==> config.mk <==
export PLATFORM = sky130hd
export DESIGN_NAME = apb_master_ctrl_flat
export DESIGN_NICKNAME = d
export VERILOG_FILES = /design/src/rtl/apb_master_ctrl_if.sv /design/src/rtl/apb_master_ctrl.sv /design/src/flat_wrapper.sv
export SDC_FILE = /design/constraint.sdc
export NUM_CORES = 1
export LEC_CHECK = 0
export ABC_CLOCK_PERIOD_IN_PS = 2200
export BUFFER_PORTS_ARGS = -buffer_cell sky130_fd_sc_hd__buf_2
export CAP_MARGIN = 20
export CORE_UTILIZATION = 44
export CTS_BUF_LIST = sky130_fd_sc_hd__clkbuf_16
export CTS_CLUSTER_SIZE = 10
export DETAILED_ROUTE_END_ITERATION = 10
export HOLD_SLACK_MARGIN = 0.05
export PLACE_DENSITY = 0.8
export SYNTH_ARGS = -nofsm -noshare
export SYNTH_HDL_FRONTEND = slang
export SYNTH_SLANG_ARGS = --single-unit
==> constraint.sdc <==
create_clock -name Pclk -period 2.2 [get_ports Pclk]
set_input_delay 0.11 -clock Pclk [delete_from_list [all_inputs] [get_ports Pclk]]
set_output_delay 0.11 -clock Pclk [all_outputs]
set_load 0.01 [all_outputs]
==> src/rtl/apb_master_ctrl_if.sv <==
// Command/response and APB bus signals for apb_master_ctrl.
// The master modport is the controller; the slave modport is the far side
// (command source, response sink and the two memory slaves).
interface apb_master_ctrl_if #(
    parameter int ADD_WIDTH = 9,
    parameter int WIDTH     = 32
);
    // command / response
    logic                 cmd_valid;
    logic                 cmd_ready;
    logic                 cmd_write;
    logic [ADD_WIDTH-1:0] cmd_addr;
    logic [WIDTH-1:0]     cmd_wdata;
    logic                 rsp_valid;
    logic [WIDTH-1:0]     rsp_rdata;
    logic                 rsp_err;

    // APB
    logic                 Psel1;
    logic                 Psel2;
    logic                 Penable;
    logic                 Pwrite;
    logic [ADD_WIDTH-2:0] Paddr;
    logic [WIDTH-1:0]     Pwdata;
    logic [WIDTH-1:0]     Prdata1;
    logic [WIDTH-1:0]     Prdata2;
    logic                 Pready1;
    logic                 Pready2;

    modport master (
        input  cmd_valid, cmd_write, cmd_addr, cmd_wdata,
        input  Prdata1, Prdata2, Pready1, Pready2,
        output cmd_ready, rsp_valid, rsp_rdata, rsp_err,
        output Psel1, Psel2, Penable, Pwrite, Paddr, Pwdata
    );

    modport slave (
        output cmd_valid, cmd_write, cmd_addr, cmd_wdata,
        output Prdata1, Prdata2, Pready1, Pready2,
        input  cmd_ready, rsp_valid, rsp_rdata, rsp_err,
        input  Psel1, Psel2, Penable, Pwrite, Paddr, Pwdata
    );
endinterface

==> src/rtl/apb_master_ctrl.sv <==
// Single-master APB controller: one command at a time is turned into an
// APB SETUP/ACCESS transfer to slave 1 (addr MSB = 0) or slave 2 (MSB = 1).
// Read data is taken one cycle after ACCESS completes because the slaves
// register Prdata on the completing edge. A transfer whose Pready does not
// arrive within TIMEOUT ACCESS cycles is aborted with rsp_err.
module apb_master_ctrl #(
    parameter int ADD_WIDTH = 9,
    parameter int WIDTH     = 32,
    parameter int TIMEOUT   = 16
) (
    input  logic            Pclk,
    input  logic            Presetn,
    apb_master_ctrl_if.master bus
);

    // counter only needs to reach TIMEOUT-1
    localparam int CW = (TIMEOUT > 2) ? $clog2(TIMEOUT) : 1;
    localparam logic [CW-1:0] TO_LAST = CW'((TIMEOUT > 0) ? TIMEOUT - 1 : 0);
    localparam bit TO_EN = (TIMEOUT != 0);

    typedef enum logic [2:0] {IDLE, SETUP, ACCESS, RDCAP, RESP} state_t;

    state_t          state, nxt;
    logic            sel;        // latched slave select, 1 = slave 2
    logic            sel_d;      // select as seen by the next cycle
    logic [CW-1:0]   to_cnt;
    logic            accept;
    logic            pready;
    logic            to_hit;
    logic [WIDTH-1:0] prdata;

    assign accept        = (state == IDLE) && bus.cmd_valid;
    assign bus.cmd_ready = (state == IDLE);
    assign sel_d         = accept ? bus.cmd_addr[ADD_WIDTH-1] : sel;
    assign pready        = sel ? bus.Pready2 : bus.Pready1;
    assign prdata        = sel ? bus.Prdata2 : bus.Prdata1;
    assign to_hit        = TO_EN && !pready && (to_cnt == TO_LAST);

    // state register
    always_ff @(posedge Pclk or negedge Presetn) begin
        if (!Presetn) state <= IDLE;
        else          state <= nxt;
    end

    // next-state decode
    always_comb begin
        nxt = state;
        case (state)
            IDLE:    if (bus.cmd_valid) nxt = SETUP;
            SETUP:   nxt = ACCESS;
            ACCESS: begin
                if (pready)      nxt = bus.Pwrite ? RESP : RDCAP;
                else if (to_hit) nxt = RESP;
            end
            RDCAP:   nxt = RESP;
            RESP:    nxt = IDLE;
            default: nxt = IDLE;
        endcase
    end

    // registered bus/response outputs, driven from the next state so they
    // line up with the state they belong to
    always_ff @(posedge Pclk or negedge Presetn) begin
        if (!Presetn) begin
            sel           <= 1'b0;
            to_cnt        <= '0;
            bus.Psel1     <= 1'b0;
            bus.Psel2     <= 1'b0;
            bus.Penable   <= 1'b0;
            bus.Pwrite    <= 1'b0;
            bus.Paddr     <= '0;
            bus.Pwdata    <= '0;
            bus.rsp_valid <= 1'b0;
            bus.rsp_rdata <= '0;
            bus.rsp_err   <= 1'b0;
        end else begin
            // command fields go straight onto the bus and hold through IDLE
            if (accept) begin
                sel        <= bus.cmd_addr[ADD_WIDTH-1];
                bus.Paddr  <= bus.cmd_addr[ADD_WIDTH-2:0];
                bus.Pwrite <= bus.cmd_write;
                bus.Pwdata <= bus.cmd_wdata;
            end

            if (nxt == SETUP)
                to_cnt <= '0;
            else if (state == ACCESS && !pready)
                to_cnt <= to_cnt + 1'b1;

            bus.Psel1     <= (nxt == SETUP || nxt == ACCESS) && !sel_d;
            bus.Psel2     <= (nxt == SETUP || nxt == ACCESS) &&  sel_d;
            bus.Penable   <= (nxt == ACCESS);

            bus.rsp_valid <= (nxt == RESP);
            bus.rsp_err   <= (state == ACCESS) && to_hit;
            // only a completed read loads data; everything else leaves 0
            bus.rsp_rdata <= (state == RDCAP) ? prdata : '0;
        end
    end

endmodule

==> src/flat_wrapper.sv <==
// flat-port wrapper written by rule: the top's interface ports become plain ports
module apb_master_ctrl_flat 
#(
    parameter int ADD_WIDTH = 9,
    parameter int WIDTH     = 32,
    parameter int TIMEOUT   = 16
)
  (Pclk, Presetn, bus_cmd_valid, bus_cmd_write, bus_cmd_addr, bus_cmd_wdata, bus_Prdata1, bus_Prdata2, bus_Pready1, bus_Pready2, bus_cmd_ready, bus_rsp_valid, bus_rsp_rdata, bus_rsp_err, bus_Psel1, bus_Psel2, bus_Penable, bus_Pwrite, bus_Paddr, bus_Pwdata);
  apb_master_ctrl_if #(.ADD_WIDTH(ADD_WIDTH), .WIDTH(WIDTH)) bus_i ();
  input  logic Pclk;
  input  logic Presetn;
  input wire logic [$bits(bus_i.cmd_valid)-1:0] bus_cmd_valid;
  input wire logic [$bits(bus_i.cmd_write)-1:0] bus_cmd_write;
  input wire logic [$bits(bus_i.cmd_addr)-1:0] bus_cmd_addr;
  input wire logic [$bits(bus_i.cmd_wdata)-1:0] bus_cmd_wdata;
  input wire logic [$bits(bus_i.Prdata1)-1:0] bus_Prdata1;
  input wire logic [$bits(bus_i.Prdata2)-1:0] bus_Prdata2;
  input wire logic [$bits(bus_i.Pready1)-1:0] bus_Pready1;
  input wire logic [$bits(bus_i.Pready2)-1:0] bus_Pready2;
  output wire logic [$bits(bus_i.cmd_ready)-1:0] bus_cmd_ready;
  output wire logic [$bits(bus_i.rsp_valid)-1:0] bus_rsp_valid;
  output wire logic [$bits(bus_i.rsp_rdata)-1:0] bus_rsp_rdata;
  output wire logic [$bits(bus_i.rsp_err)-1:0] bus_rsp_err;
  output wire logic [$bits(bus_i.Psel1)-1:0] bus_Psel1;
  output wire logic [$bits(bus_i.Psel2)-1:0] bus_Psel2;
  output wire logic [$bits(bus_i.Penable)-1:0] bus_Penable;
  output wire logic [$bits(bus_i.Pwrite)-1:0] bus_Pwrite;
  output wire logic [$bits(bus_i.Paddr)-1:0] bus_Paddr;
  output wire logic [$bits(bus_i.Pwdata)-1:0] bus_Pwdata;
  assign bus_i.cmd_valid = bus_cmd_valid;
  assign bus_i.cmd_write = bus_cmd_write;
  assign bus_i.cmd_addr = bus_cmd_addr;
  assign bus_i.cmd_wdata = bus_cmd_wdata;
  assign bus_i.Prdata1 = bus_Prdata1;
  assign bus_i.Prdata2 = bus_Prdata2;
  assign bus_i.Pready1 = bus_Pready1;
  assign bus_i.Pready2 = bus_Pready2;
  assign bus_cmd_ready = bus_i.cmd_ready;
  assign bus_rsp_valid = bus_i.rsp_valid;
  assign bus_rsp_rdata = bus_i.rsp_rdata;
  assign bus_rsp_err = bus_i.rsp_err;
  assign bus_Psel1 = bus_i.Psel1;
  assign bus_Psel2 = bus_i.Psel2;
  assign bus_Penable = bus_i.Penable;
  assign bus_Pwrite = bus_i.Pwrite;
  assign bus_Paddr = bus_i.Paddr;
  assign bus_Pwdata = bus_i.Pwdata;
  apb_master_ctrl #(.ADD_WIDTH(ADD_WIDTH), .WIDTH(WIDTH), .TIMEOUT(TIMEOUT)) u_core (.Pclk(Pclk), .Presetn(Presetn), .bus(bus_i));
endmodule
# --- Word level (Yosys, flattened, before mapping) ---
# Cells that the tools add are included.
classes:
  addsub: 1
  n_eq_ne: 7
  mux: 11
  reduce_logical: 11
ops:
  columns: ["op", "count"]
  rows:
  - ["$mux W32", 2]
  - ["$mux W3", 4]
  - ["$pmux W3 S4", 1]
  - ["$eq A3 B2 Y1 const B", 3]
  - ["$mux W4", 2]
  - ["$eq A3 B1 Y1 const B", 2]
  - ["$logic_and A1 B1 Y1", 6]
  - ["$add A4 B1 Y4 const B", 1]
  - ["$eq A4 B4 Y1 const B", 1]
  - ["$eq A3 B3 Y1 const B", 1]
  - ["$logic_not A3 Y1", 1]
  - ["$logic_not A1 Y1", 2]
  - ["$mux W1", 2]
  - ["$reduce_bool A2 Y1", 1]
  - ["$logic_or A1 B1 Y1", 1]
word_totals:
  regBits: 86
  out_inout_bits: 79
  elab_cells: 42

# --- Longest topological paths before layout ---
# Gate-level depths: netlist of the first run.
depth:
  word_depth: 9
  ltp_mapped: 6
  mapped_depth_nobuf: 4

# --- Least setup slack after synthesis of the first run ---
# No wires, ideal clock.
synth_path:
  path_type: "register -> register"
  startpoint: "reg u_core.state[0]"
  endpoint: "reg u_core.bus.Pwdata[22]"
  setup_time_ns: 0.117
  t_arrival_ns: 1.418
  required_ns: 2.083
  path_slack_ns: 0.665
  path_stages_with_launch: 7
  n_path_buf: 3
  path_cell_list: "dfrtp_1 > buf_6 > or4b_1 > buf_2 > buf_2 > nand2_1 > nand2_1"
synth_between:
  elab_chain_len: 2
synth_rtl:
  columns: ["element", "line", "rtl"]
  rows:
  - ["start: declaration", "apb_master_ctrl.sv:23", "state_t state, nxt;"]
  - ["start signal: assignment", "apb_master_ctrl.sv:42", "else state <= nxt;"]
  - ["$logic_not A3 Y1", "apb_master_ctrl.sv:32", "assign accept = (state == IDLE) && bus.cmd_valid;"]
  - ["$logic_and A1 B1 Y1", "apb_master_ctrl.sv:32", null]
  - ["end signal: assignment", "apb_master_ctrl.sv:82", "bus.Pwdata <= bus.cmd_wdata;"]
  - ["end: declaration", "apb_master_ctrl_if.sv:34", "output Psel1, Psel2, Penable, Pwrite, Paddr, Pwdata"]
# No other way between the ends.
# A chain may end at the register's enable or synchronous reset.

# --- Worst setup path after layout of the first run ---
layout_path:
  startpoint: "reg u_core.sel"
  endpoint: "reg u_core.bus.rsp_rdata[12]"
layout_between:
  elab_chain_len: 2
layout_rtl:
  columns: ["element", "line", "rtl"]
  rows:
  - ["start: declaration", "apb_master_ctrl.sv:24", "logic sel;"]
  - ["start signal: assignment", "apb_master_ctrl.sv:79", "sel <= bus.cmd_addr[ADD_WIDTH-1];"]
  - ["$mux W32", "apb_master_ctrl.sv:36", "assign prdata = sel ? bus.Prdata2 : bus.Prdata1;"]
  - ["$mux W32", "apb_master_ctrl.sv:97", "bus.rsp_rdata <= (state == RDCAP) ? prdata : '0;"]
  - ["end signal: assignment", "apb_master_ctrl.sv:97", null]
  - ["end: declaration", "apb_master_ctrl_if.sv:33", "output cmd_ready, rsp_valid, rsp_rdata, rsp_err,"]
# No other way between the ends.

==> flow_metrics.env, run 1 <==
export IMPL_status="completed"
export IMPL_clkTransAtPathRegs_ns=0.06
export IMPL_power_internal_mw=4.15
export IMPL_drtIter0Drc=97
export IMPL_p_comb_share_pct=40.0
export IMPL_syn_area_um2=3450
export IMPL_die_area_um2=8190
export IMPL_grt_overflow=0
export IMPL_drive_above_1_share_pct=35.8
export IMPL_switching_share_pct=35.1
export IMPL_io_pins=190
export IMPL_antenna_found_initial=0
export IMPL_cts_root_buf="clkbuf_16"
export IMPL_wl_um=10200
export IMPL_period_share_pct=81.8
export IMPL_dp_slack_ns=0.613
export IMPL_grt_pass1_wl_um=16300
export IMPL_num_antenna_cells=0
export IMPL_seqPwrFrac_pct=37.8
export IMPL_async_reset_ff_share_pct=100
export IMPL_cp_arrival_ns=2.00
export IMPL_grt_pass1_vias=3465
export IMPL_hold_viol=0
export IMPL_synth_avg_cell_area_um2=10.4
export IMPL_reg2reg_slack_ns=0.40
export IMPL_grt_max_degree=38
export IMPL_fp_dieW_um=90.5
export IMPL_fillCellCount=490
export IMPL_core_um2=7410
export IMPL_yosys_top_cells_area="dfrtp_1 62%, nand2_1 14%, mux2i_1 10%"
export IMPL_path_max_fanout=23
export IMPL_hold_path_class="in -> reg"
export IMPL_drc_errors=0
export IMPL_grt_usage_pct=25.7
export IMPL_path_cells="buf_4 > mux2i_1 > dlygate4sd3_1 > nor2_1"
export IMPL_drv_slew=0
export IMPL_drt_vias_per_instance=4.69
export IMPL_start_util_pct=46.5
export IMPL_port_buffers=189
export IMPL_slew_limit_headroom_pct=68.7
export IMPL_synth_seq_cells=86
export IMPL_final_nets=721
export IMPL_regArea_um2=2150
export IMPL_drtPass1Iterations=4
export IMPL_powerDensity_nw_per_um2=1130
export IMPL_required_ns=2.40
export IMPL_fin_ws_ns=0.399
export IMPL_detail_route_antenna_nets=0
export IMPL_cts_tree="done"
export IMPL_worstMarginPinSlew_ns=0.470
export IMPL_critPathKind="reg -> reg"
export IMPL_clockBufferDepth=2
export IMPL_reg2reg_to="u_core.bus.rsp_rdata[12]"
export IMPL_syn_to_final_growth_pct=64.4
export IMPL_rsz0062_at_grt="no"
export IMPL_setup_tns_ns=0
export IMPL_power_leakage_nw=3.19
export IMPL_cap_violations=0
export IMPL_critPathCaptureType="flop"
export IMPL_pwr_share_clk_pct=22.1
export IMPL_htree_levels=3
export IMPL_multi_input_area_um2=1190
export IMPL_hp_start="bus_Prdata1[26]"
export IMPL_rows=31
export IMPL_fin_crit_ns=1.80
export IMPL_max_stage_delay_ns=0.57
export IMPL_crit_path_start_kind="flop"
export IMPL_die_h_um=90.5
export IMPL_clock_skew_ns=0.00810
export IMPL_ys_types=28
export IMPL_synth_yosys_seq_area_share_pct=62.4
export IMPL_clk_latency_ns=0.32
export IMPL_fmax_mhz=555
export IMPL_crit_slowest_cell="dlygate4sd3_1"
export IMPL_place_detailed_hpwl_um=6260
export IMPL_yosysTopAreaCellShare_pct=62.4
export IMPL_postSynthCellCount=331
export IMPL_syn_nets=443
export IMPL_crit_reg2reg_launch="u_core.sel"
export IMPL_setup_violations=0
export IMPL_cts_buffers=9
export IMPL_yosysTopAreaCell="dfrtp_1"
export IMPL_ys_flop_type="dfrtp_1"
export IMPL_synth_edf_count=0
export IMPL_worstSetupStartpoint="u_core.sel"
export IMPL_clock_sinks=86
export IMPL_num_vias=3335
export IMPL_switching_power_mw=2.24
export IMPL_yosysWarnings=0
export IMPL_ff2ff_path_depth=4
export IMPL_wire_per_inst_um=14.3
export IMPL_gp_congestion=0.802
export IMPL_peakVddDrop_mv=0.658
export IMPL_endpoint="u_core.bus.rsp_rdata[12]"
==> through the flow <==
stage	area, um^2	total power [mW]	util (%)	hold WS [ns]	cells
2_1_floorplan	3450	3.82	-	-0.186	331
3_3_place_gp	4510	4.60	60.9	0.0906	609
3_5_place_dp	4510	4.70	60.9	0.0959	609
4_1_cts	5670	6.40	76.5	0.0515	711
5_1_grt	5670	6.80	76.5	0.0551	711
6_report	5670	6.39	76.5	0.0578	711
==> routing by layer <==
| layer | global-route usage (%) | vias to the layer above | routed length (um) |
|---|---|---|---|
| li1 | - | 1609 | - |
| met1 | 29.0 | 1584 | 3940 |
| met2 | 46.4 | 120 | 5480 |
| met3 | 6.23 | 22 | 527 |
| met4 | 10.2 | 0 | 242 |
| met5 | 0 | - | 0 |
==> state kept, by name, indices dropped and copies added (netlist names) <==
signal and count:
u_core.bus.Pwrite 1, u_core.bus.Pwdata 32, u_core.bus.Penable 1, u_core.bus.rsp_err 1, u_core.state 3, u_core.bus.Paddr 8, u_core.bus.Psel2 1, u_core.to_cnt 4
u_core.bus.Psel1 1, u_core.bus.rsp_valid 1, u_core.sel 1, u_core.bus.rsp_rdata 32
==> synthesized netlist by cell type, types with 4 or more instances <==
library cell	instances
buf_2	11
clkbuf_1	7
dfrtp_1	86
mux2i_1	35
nand2_1	128
nand3_1	4
nor2_1	32
==> placed cells by master, fill, tap and decap left out, types with 2 or more instances in the layout <==
master,n
nor2_1,32
dlygate4sd3_1,88
nand2_1,128
o21ai_0,2
dfrtp_1,85
nand3_1,4
clkinv_2,2
and3_1,2
o211a_1,2
mux2i_1,35
buf_2,188
nor3_1,2
clkbuf_16,9
mux2_2,2
a21oi_1,2
buf_4,10
inv_1,2
==> power groups by stage <==
stage | logic [mW] | registers (mW) | clock network (mW)
after floorplan | 1.23 | 2.60 | 0
after global placement | 2.20 | 2.40 | 0
after detailed placement | 2.27 | 2.43 | 0
after CTS | 2.54 | 2.40 | 1.46
after global routing | 2.79 | 2.48 | 1.52
final | 2.56 | 2.42 | 1.41
==> critical path, delay by kind of cell (launching register included) <==
kind,cells,cell delay (ns)
buffers and inverters,2,0.96
DFF,1,0.42
muxes,1,0.25
and+or+nand+nor,1,0.04
==> worst min path at each step <==
| stage | endpoint | slack [ns] | depth (start not counted) |
|---|---|---|---|
| after floorplan | u_core.bus.Paddr[0] | -0.19 | 0 |
| after global placement | u_core.bus.rsp_rdata[10] | 0.09 | 1 |
| after detailed placement | u_core.bus.rsp_rdata[3] | 0.1 | 1 |
| after CTS | u_core.bus.rsp_rdata[28] | 0.05 | 3 |
| after global routing | u_core.bus.rsp_rdata[18] | 0.06 | 3 |
| final | u_core.bus.rsp_rdata[26] | 0.06 | 3 |
==> cell families (layout without fill, tap and decap cells) <==
logic type | after synthesis | after routing | share of synthesized area [%]
muxes | 37 | 37 | 10.8
adders and majority gates | 1 | 1 | 0.363
and+or+nand+nor | 174 | 174 | 20.5
DFF | 86 | 86 | 62.4
AOI/OAI and AO/OA | 11 | 11 | 2.83
buffers and inverters | 22 | 303 | 3.12
==> timing repair <==
item / CTS / global route
resized for setup: 0 / 0
hold buffers: 88 / 0
hold endpoints to repair: 100 / 0
buffers inserted: 0 / 0
==> cell type report <==
cell class              instances  area share, %
multi-input cells             223           21.0
flip-flops and latches         86           38.0
clock buffers                   9           3.97
well taps                      99           2.19
inverters                       2          0.132
clock inverters                 5          0.927
repair buffers                287           33.8
Note: power is estimated with default switching activity, not from simulation.
==> inputs of run 2 (changes only) <==
ABC_AREA = 1   (was not set)
ABC_CLOCK_PERIOD_IN_PS = 1550   (was 2200)
CORE_UTILIZATION = 41   (was 44)
PLACE_DENSITY = 0.78   (was 0.8)
clock period = 1.55 ns   (was 2.2 ns; I/O delays follow)
==> run 2 against run 1 <==
  * Core utilization fell by 6.0 points
  * Global-route usage up 0.45 points
  * Sequential cell count stayed put
  * Worst hold slack improved by 0.0022 ns
  * Total power rose by 41%
  * Cell count grew 18%
  * Register-to-register slack got worse by 0.20 ns
  * Critical path depth up 3
  * Routed wire length rose by 15%
  * Largest power group unchanged
==> flow_metrics.env, run 2 <==
export IMPL_status="completed"
export IMPL_ys_flop_type="dfrtp_1"
export IMPL_post_cts_buffers=0
export IMPL_fin_ws_ns=0.199
export IMPL_syn_nets=553
export IMPL_powerDensity_nw_per_um2=1530
export IMPL_reg_top3="u_core.bus.Pwdata: 32 flops, u_core.bus.rsp_rdata: 32 flops, u_core.bus.Paddr: 8 flops"
export IMPL_cts_root_buf="clkbuf_16"
export IMPL_drive_above_1_share_pct=31.1
export IMPL_path_cells="nor2_1 > nand2_1 > inv_2 > nand2_8 > buf_4 > nand2_1 > nand2_1"
export IMPL_wire_per_inst_um=14.0
export IMPL_syn_to_final_growth_pct=63.3
export IMPL_drtIter0Drc=160
export IMPL_finalPower_mw=9.03
export IMPL_critPathKind="reg -> reg"
export IMPL_crit_path_start_kind="flop"
export IMPL_yosysMostFrequentCell="nand2_1"
export IMPL_ys_types=20
export IMPL_synth_edf_count=0
export IMPL_critPathCaptureType="flop"
export IMPL_num_vias=3972
export IMPL_period_share_pct=87.2
export IMPL_hold_viol=0
export IMPL_yosys_area_share_simple_pct=30.7
export IMPL_layout_commonest_cell="nand2_1"
export IMPL_ys_top_cells_by_count="257 x nand2_1, 86 x dfrtp_1, 42 x inv_1"
export IMPL_dp_slack_ns=0.195
export IMPL_synth_avg_cell_area_um2=8.21
export IMPL_place_detailed_hpwl_um=6370
export IMPL_peakVddDrop_mv=0.582
export IMPL_multi_input_area_um2=1180
export IMPL_io_pins=190
export IMPL_clock_skew_ns=0.00487
export IMPL_power_leakage_nw=3.66
export IMPL_die_area_um2=9210
export IMPL_die_h_um=96.0
export IMPL_htree_levels=3
export IMPL_drt_vias_per_instance=4.75
export IMPL_gp_congestion=0.752
export IMPL_port_buffers=189
export IMPL_regArea_um2=2150
export IMPL_reg2reg_slack_ns=0.20
export IMPL_synthAdderAreaFrac_pct=0.346
export IMPL_fp_dieW_um=96.0
export IMPL_yosysTopAreaCell="dfrtp_1"
export IMPL_ff2ff_path_depth=7
export IMPL_cts_buffers=9
export IMPL_synth_top_family_by_area="simple AND/OR/NAND/NOR gates"
export IMPL_grt_usage_pct=26.2
export IMPL_wl_um=11700
export IMPL_clockBufferDepth=2
export IMPL_fin_crit_ns=1.35
export IMPL_synth_xor_area_share_pct=0.726
export IMPL_final_nets=839
export IMPL_grt_pass1_vias=4031
export IMPL_drv_slew=0
export IMPL_fillCellCount=591
export IMPL_drtPass1Iterations=5
export IMPL_rsz0062_at_grt="no"
export IMPL_clk_latency_ns=0.33
export IMPL_muxShareOfSynthArea_pct=0
export IMPL_clkTransAtPathRegs_ns=0.06
export IMPL_yosysTopAreaCellShare_pct=59.4
export IMPL_mostFrequentLayoutCells="257 x nand2_1, 188 x buf_2, 94 x dlygate4sd3_1, 86 x dfrtp_1, 43 x inv_1"
export IMPL_hold_path_class="in -> reg"
export IMPL_max_stage_delay_ns=0.41
export IMPL_synth_seq_cells=86
export IMPL_start_util_pct=43.2
export IMPL_cap_violations=0
export IMPL_clock_sinks=86
export IMPL_grtUsageMet2_pct=44.3
export IMPL_crit_slowest_cell="dfrtp_1"
export IMPL_postSynthCellCount=441
export IMPL_detail_route_antenna_nets=0
export IMPL_syn_area_um2=3620
export IMPL_worstMarginPinSlew_ns=0.342
export IMPL_yosysWarnings=0
export IMPL_rows=33
export IMPL_use_met3_pct=7.11
export IMPL_cts_tree="done"
export IMPL_grt_overflow=0
export IMPL_slew_limit_headroom_pct=77.2
export IMPL_path_common_cell="nand2_1"
export IMPL_fmax_mhz=740
export IMPL_path_max_fanout=30
export IMPL_yosys_top_cells_area="dfrtp_1 59%, nand2_1 27%, inv_1 4.4%"
export IMPL_synth_yosys_seq_area_share_pct=59.4
export IMPL_grt_busiest_layer="met2"
export IMPL_antenna_found_initial=0
export IMPL_grtUsageMet1_pct=31.1
export IMPL_dp_cells=727
export IMPL_async_reset_ff_share_pct=100
export IMPL_core_um2=8380
export IMPL_grt_max_degree=40
export IMPL_required_ns=1.76
export IMPL_num_antenna_cells=0
export IMPL_grt_pass1_wl_um=18300
export IMPL_stdcell_count=836
export IMPL_setup_violations=0
export IMPL_worstHoldPathCells=5
export IMPL_drc_errors=0
export IMPL_cp_arrival_ns=1.56
export IMPL_synth_compound_gate_area_share_pct=0.829
export IMPL_setup_tns_ns=0
-- run 2: changes by cell type in the layout (fill, tap and decap cells not counted), moves of 4 or more --
cell / change
nor2_1: -26
nor2_2: +4
inv_1: +41
nand2_2: +6
nand2_1: +129
mux2i_1: -35
dlygate4sd3_1: +6
-- run 2: where the power goes --
group / switching [mW] / leakage, nW / internal [mW]
Sequential: 0.384 / 1.12 / 2.97
Clock: 0.799 / 0.140 / 1.22
Combinational: 2.25 / 2.39 / 1.41
-- run 2: cell type report --
| cell class | count | area share, % |
|---|---|---|
| clock buffers | 9 | 3.81 |
| clock inverters | 6 | 0.931 |
| inverters | 45 | 2.98 |
| multi-input cells | 292 | 20.0 |
| flip-flops and latches | 86 | 36.4 |
| well taps | 105 | 2.22 |
| repair buffers | 293 | 33.6 |
-- run 2: critical path, delay by kind of cell, from the launching register on --
kind,cells,cell delay (ns)
and+or+nand+nor,5,0.47
DFF,1,0.41
buffers and inverters,2,0.35
-- run 2: per-layer routing --
| layer | share of wire (%) | wire length, um |
|---|---|---|
| met1 | 39 | 4550 |
| met5 | 0 | 0 |
| met2 | 48 | 5620 |
| met4 | 2.9 | 335 |
| met3 | 10 | 1220 |
-- run 2: metrics by stage --
step | hold slack (ns) | area [um^2] | util (%)
2_1_floorplan | -0.218 | 3620 | -
3_3_place_gp | 0.00748 | 4690 | 55.9
3_5_place_dp | 0.0107 | 4690 | 55.9
4_1_cts | 0.0501 | 5910 | 70.5
5_1_grt | 0.0749 | 5910 | 70.5
6_report | 0.0600 | 5910 | 70.5
-- run 2: worst paths after layout --
kind,startpoint,endpoint
min in group asynchronous,Presetn,u_core.bus.rsp_rdata[12]
worst max-delay path,u_core.state[0],u_core.bus.Pwdata[29]
worst min-delay path,bus_Prdata1[8],u_core.bus.rsp_rdata[8]
max in group asynchronous,Presetn,u_core.bus.rsp_err
worst min register to register,u_core.bus.Pwdata[5],u_core.bus.Pwdata[5]
worst max register to register,u_core.state[0],u_core.bus.Pwdata[29]
-- run 2: logic make-up after synthesis --
group | Yosys count
AOI/OAI and AO/OA | 6
xor gates and xnor gates | 3
adders and majority gates | 1
buffers and inverters | 63
DFF | 86
and+or+nand+nor | 282
-- run 2: what timing repair did --
action | CTS | global route
hold endpoints to repair | 156 | 0
endpoints found under the setup margin | 0 | 1
gates resized for setup | 0 | 1
hold buffers | 94 | 0
